$ cat src/rtl/clk_div_sel_pkg.sv
`default_nettype none
// ============================================================================
// Module      : clk_div_sel_pkg
// Description : Shared state encoding and sizing helper for clk_div_sel.
// Revision    : 1.0 - initial release
// ============================================================================
package clk_div_sel_pkg;

    typedef enum logic [1:0] {
        RUN           = 2'd0,
        WAIT_OLD_LOW  = 2'd1,
        WAIT_NEW_LOW  = 2'd2,
        WAIT_NEW_RISE = 2'd3
    } state_t;

    function automatic int sel_width(input int num_src);
        return (num_src <= 2) ? 1 : $clog2(num_src);
    endfunction

endpackage : clk_div_sel_pkg
`default_nettype wire

$ cat src/rtl/clk_div_sel.sv
`default_nettype none
// ============================================================================
// Module      : clk_div_sel
// Description : Glitch-free run-time selector/gate for clk_in-registered
//               power-of-two divided clocks, with a clk_in-domain rise strobe.
// Revision    : 1.0 - initial release
// ============================================================================
module clk_div_sel
    import clk_div_sel_pkg::*;
#(
    parameter int NUM_SRC = 4,
    parameter int SEL_W   = sel_width(NUM_SRC),
    parameter int RST_SEL = 0
) (
    input  logic               clk_in,
    input  logic               reset_n,
    input  logic [NUM_SRC-1:0] div_clk_i,
    input  logic               clk_en_i,
    input  logic               sel_req_i,
    input  logic [SEL_W-1:0]   sel_i,
    output logic               sel_ack_o,
    output logic               sel_err_o,
    output logic               busy_o,
    output logic [SEL_W-1:0]   cur_sel_o,
    output logic               clk_out,
    output logic               rise_stb_o
);

    localparam logic [SEL_W-1:0] c_RST_SEL = SEL_W'(RST_SEL);

    state_t             r_state;
    logic [SEL_W-1:0]   r_cur_sel;
    logic [SEL_W-1:0]   r_new_sel;
    logic               r_en_q;
    logic               r_clk_out;
    logic               r_rise_stb;
    logic               r_ack;
    logic               r_err;
    logic               r_busy;

    logic               w_cur_src;
    logic               w_new_src;
    logic               w_en_nxt;
    logic               w_clk_out_nxt;
    logic               w_req_valid;

    // Explicit compare-mux keeps the index width independent of NUM_SRC.
    always_comb begin
        w_cur_src = 1'b0;
        w_new_src = 1'b0;
        for (int i = 0; i < NUM_SRC; i++) begin
            if (r_cur_sel == SEL_W'(i)) w_cur_src = div_clk_i[i];
            if (r_new_sel == SEL_W'(i)) w_new_src = div_clk_i[i];
        end
    end

    // The gate only moves while the running source is low, so no high phase is cut.
    assign w_en_nxt    = (r_state == RUN && !w_cur_src) ? clk_en_i : r_en_q;
    assign w_req_valid = (32'(sel_i) < NUM_SRC);

    always_comb begin
        w_clk_out_nxt = 1'b0;
        case (r_state)
            RUN:           w_clk_out_nxt = w_cur_src & w_en_nxt;
            WAIT_OLD_LOW:  w_clk_out_nxt = w_cur_src & r_en_q;
            WAIT_NEW_LOW:  w_clk_out_nxt = 1'b0;
            WAIT_NEW_RISE: w_clk_out_nxt = w_new_src & r_en_q;
            default:       w_clk_out_nxt = 1'b0;
        endcase
    end

    always_ff @(posedge clk_in or negedge reset_n) begin
        if (!reset_n) begin
            r_state    <= RUN;
            r_cur_sel  <= c_RST_SEL;
            r_new_sel  <= c_RST_SEL;
            r_en_q     <= 1'b0;
            r_clk_out  <= 1'b0;
            r_rise_stb <= 1'b0;
            r_ack      <= 1'b0;
            r_err      <= 1'b0;
            r_busy     <= 1'b0;
        end else begin
            r_en_q     <= w_en_nxt;
            r_clk_out  <= w_clk_out_nxt;
            r_rise_stb <= w_clk_out_nxt & ~r_clk_out;
            r_ack      <= 1'b0;
            r_err      <= 1'b0;
            case (r_state)
                RUN: begin
                    if (sel_req_i) begin
                        if (!w_req_valid) begin
                            r_err <= 1'b1;
                        end else if (sel_i == r_cur_sel) begin
                            r_ack <= 1'b1;
                        end else begin
                            r_new_sel <= sel_i;
                            r_busy    <= 1'b1;
                            r_state   <= w_cur_src ? WAIT_OLD_LOW : WAIT_NEW_LOW;
                        end
                    end
                end
                WAIT_OLD_LOW: begin
                    if (!w_cur_src) r_state <= WAIT_NEW_LOW;
                end
                WAIT_NEW_LOW: begin
                    if (!w_new_src) r_state <= WAIT_NEW_RISE;
                end
                WAIT_NEW_RISE: begin
                    if (w_new_src) begin
                        r_cur_sel <= r_new_sel;
                        r_ack     <= 1'b1;
                        r_busy    <= 1'b0;
                        r_state   <= RUN;
                    end
                end
                default: r_state <= RUN;
            endcase
        end
    end

    assign sel_ack_o  = r_ack;
    assign sel_err_o  = r_err;
    assign busy_o     = r_busy;
    assign cur_sel_o  = r_cur_sel;
    assign clk_out    = r_clk_out;
    assign rise_stb_o = r_rise_stb;

endmodule : clk_div_sel
`default_nettype wire

$ cat config.mk
export PLATFORM = sky130hd
export DESIGN_NAME = clk_div_sel
export DESIGN_NICKNAME = d
export VERILOG_FILES = /design/src/rtl/clk_div_sel_pkg.sv /design/src/rtl/clk_div_sel.sv
export SDC_FILE = /design/constraint.sdc
export NUM_CORES = 1
export LEC_CHECK = 0
export ABC_AREA = 1
export BUFFER_PORTS_ARGS = -buffer_cell sky130_fd_sc_hd__buf_2
export CELL_PAD_IN_SITES_DETAIL_PLACEMENT = 1
export CELL_PAD_IN_SITES_GLOBAL_PLACEMENT = 2
export CORE_MARGIN = 4
export CORE_UTILIZATION = 24
export DETAILED_ROUTE_END_ITERATION = 10
export GPL_TIMING_DRIVEN = 0
export PLACE_DENSITY = 0.76
export SETUP_SLACK_MARGIN = 0.02
export SLEW_MARGIN = 0
export SYNTH_ARGS = -nofsm -noshare
export SYNTH_HDL_FRONTEND = slang
export SYNTH_SLANG_ARGS = --single-unit
$ cat constraint.sdc
create_clock -name clk_in -period 1.3 [get_ports clk_in]
set_input_delay 0.26 -clock clk_in [delete_from_list [all_inputs] [get_ports clk_in]]
set_output_delay 0.26 -clock clk_in [all_outputs]
set_load 0.05 [all_outputs]
==> impl_metrics.py <==
metrics = {
    "status": {
        "status": "completed",
    },
    "yosys": {
        "synth_top_area_cell": "dfrtp_1",
        "synth_cell_types": 21,
        "syn-num-nets": 106,
        "synth_top_area_frac": 0.369,
        "yosysWarningCount": 0,
        "avgSynthCellArea_um2": 8.19,
        "synth_area_um2": 746,
        "synth_area_leaders": "dfrtp_1 37%, nand2_1 11%, nand3_2 9.4%, ha_1 8.4%, inv_1 5.0%",
        "synthCells": 91,
        "yosysSeqAreaShare": 0.369,
        "synth_seq_cells": 11,
    },
    "final_layout": {
        "n_fill_cell": 352,
        "multiInputGateArea_um2": 510,
        "syn2layout_area_growth_pct": 42.6,
        "fin_area_um2": 1060,
        "nets": 134,
        "drive_gt1_frac": 0.559,
        "seqCellArea_um2": 278,
        "finalNonFillerCells": 149,
        "layout_commonest_cell": "nand2_1",
        "antenna_cells": 0,
        "layout_common_cells": "18 x nand2_1, 13 x buf_2, 9 x dfrtp_1",
    },
    "routing": {
        "detail_route.wl_per_cell_um": 12.6,
        "totalWireLength_um": 1880,
        "firstDrtPassIters": 4,
        "drc": 0,
        "vias": 695,
        "drtIter0Drc": 4,
        "drt-vias-per-instance": 4.66,
        "antenna_left": 0,
    },
    "clock_network": {
        "clock_sinks": 11,
        "h-tree-depth": 1,
        "tritoncts": "built",
        "clock_latency_ns": 0.28,
        "cts_buffers": 3,
        "path_clk_slew_ns": 0.08,
        "clk_path_buf_depth": 2,
        "cts_root_buf": "clkbuf_4",
    },
    "min_path": {
        "hold_depth": 3,
        "hold_class": "in -> reg",
    },
    "worst_setup_path": {
        "worst_setup_path_end_kind": "flip-flop",
        "crit_path_start_kind": "flip-flop",
        "critPathBufInv": 2,
        "cp_data_required_time_ns": 1.48,
        "max_stage_delay_ns": 0.43,
        "critPathKind": "reg -> reg",
        "timing.reg2reg.worst_path_depth": 8,
        "cp.depth": 8,
        "cp.arrival_ns": 1.43,
        "cp_cell_sequence": "buf_6, ha_2, nand3_2, inv_2, nor2_4, nand2_2, nand2_1, nand2_1",
        "crit_slowest_cell": "dfrtp_1",
        "cp_common_cell": "nand2_1",
        "cp_max_fo": 3,
        "crit_family": "flip-flops",
    },
    "power_and_ir_drop": {
        "irDropWorstVdd_mv": 1.04,
        "p_leak_nw": 0.532,
        "p_per_area_nw_per_um2": 2620,
    },
    "grt": {
        "grt_pass1_vias": 750,
        "overflow": 0,
        "track_usage": 0.108,
        "grt_pass1_wl_um": 3420,
        "antenna_found_initial": 0,
        "grt_max_degree": 12,
    },
    "place": {
        "portBuffers": 15,
        "dp_hpwl_um": 1420,
        "placed_cells": 137,
        "place_congestion": 0.757,
        "dpl-instance-area_um2": 862,
    },
    "sta": {
        "holdWs_ns": 0.227,
        "slew_violations": 0,
        "skew_ns": 0.000758,
        "hold_violations": 0,
        "max_freq_mhz": 801,
        "final-setup-viol-count": 0,
        "rsz0062_at_grt": "yes",
        "period_needed_ns": 1.25,
        "fin_crit_sh": 0.960,
    },
    "floorplan": {
        "die_w_um": 63.7,
        "start_util": 0.261,
        "dieHeight_um": 63.7,
        "die_area_um2": 4060,
        "io_pins": 17,
        "rows": 19,
        "core-area_um2": 2850,
    },
    "job": {
        "drv_cap": 0,
    },
}
[where the power goes]
part           internal, mW  switching [mW]
combinational         0.748            1.11
sequential            0.501           0.167
clock                 0.119           0.134
total                  1.37            1.42
[state kept, by name (all words and copies together) (netlist names)]
register,flops
cur_sel_o,2
r_new_sel,2
r_state,2
busy_o,1
clk_out,1
r_en_q,1
rise_stb_o,1
sel_ack_o,1
[through the flow]
| step | power [mW] | setup TNS (ns) | setup slack (ns) | utilization |
|---|---|---|---|---|
| 5_1_grt | 3.05 | -0.122 | -0.0479 | 0.373 |
| 3_3_place_gp | 2.08 | -0.100 | -0.0526 | 0.302 |
| 6_report | 2.78 | 0 | 0.0517 | 0.373 |
| 2_1_floorplan | 1.79 | 0 | 0.0511 | - |
| 3_5_place_dp | 2.10 | -0.131 | -0.0689 | 0.302 |
| 4_1_cts | 2.50 | 0 | 0.0246 | 0.326 |
[kinds of logic after synthesis]
group / count (synthesis) / share of synthesized area
other: 1 / 0.00503
AOI/OAI and AO/OA: 12 / 0.0990
and+or+nand+nor: 45 / 0.339
xor gates and xnor gates: 2 / 0.0235
DFF: 11 / 0.369
adders and majority gates: 5 / 0.0839
buffers and inverters: 15 / 0.0805
[worst paths after layout]
| path | start | end | slack, ns |
|---|---|---|---|
| setup / recovery | r_state[0] | r_state[0] | 0.05 |
| hold reg to reg | clk_out | rise_stb_o | 0.43 |
| setup reg to reg | r_state[0] | r_state[0] | 0.05 |
| min in group asynchronous | reset_n | r_en_q | 0.40 |
| hold / removal | clk_en_i | r_en_q | 0.23 |
| max in group asynchronous | reset_n | cur_sel_o[1] | 0.66 |
[per-layer routing]
metal  global-route usage  vias to the layer above  wire, um
met5                    0                        -         0
li1                     -                      338         -
met1                0.134                      338       854
met2                0.171                       15       901
met3               0.0350                        4        77
met4               0.0485                        0        42
[layout make-up]
cell class	instances	share of cell area
Multi-Input combinational cell	65	0.480
Sequential cell	11	0.261
Timing Repair Buffer	23	0.141
Inverter	14	0.0494
Tap cell	31	0.0365
Clock buffer	4	0.0247
Buffer	1	0.00706
[worst reg2reg max path, delay by kind of cell, from the launching register on]
family | cells | cell delay, ns
adders and majority gates | 1 | 0.17
buffers and inverters | 2 | 0.19
DFF | 1 | 0.43
and+or+nand+nor | 5 | 0.36
[cell usage after synthesis]
cell type,instances
ha_1,5
conb_1,1
xnor2_1,2
o21ai_2,1
nand2_2,4
nand3_2,7
a21oi_1,5
nand2_1,22
inv_1,10
dfrtp_1,11
o21ba_2,1
o21ai_0,3
o21bai_1,1
nand2_4,1
nor2_4,2
nor2_2,1
nor2_1,4
o21a_1,1
nand3_1,4
inv_2,4
buf_4,1
[repair_timing]
item                                   in CTS  in global routing
hold buffers                                1                  0
endpoints found under the hold margin      11                  0
resized for setup                           6                 22
setup endpoints to repair                   4                  9
pin swaps                                   1                  9
setup buffers                               2                  5
Power figures use the tool's default switching activity.
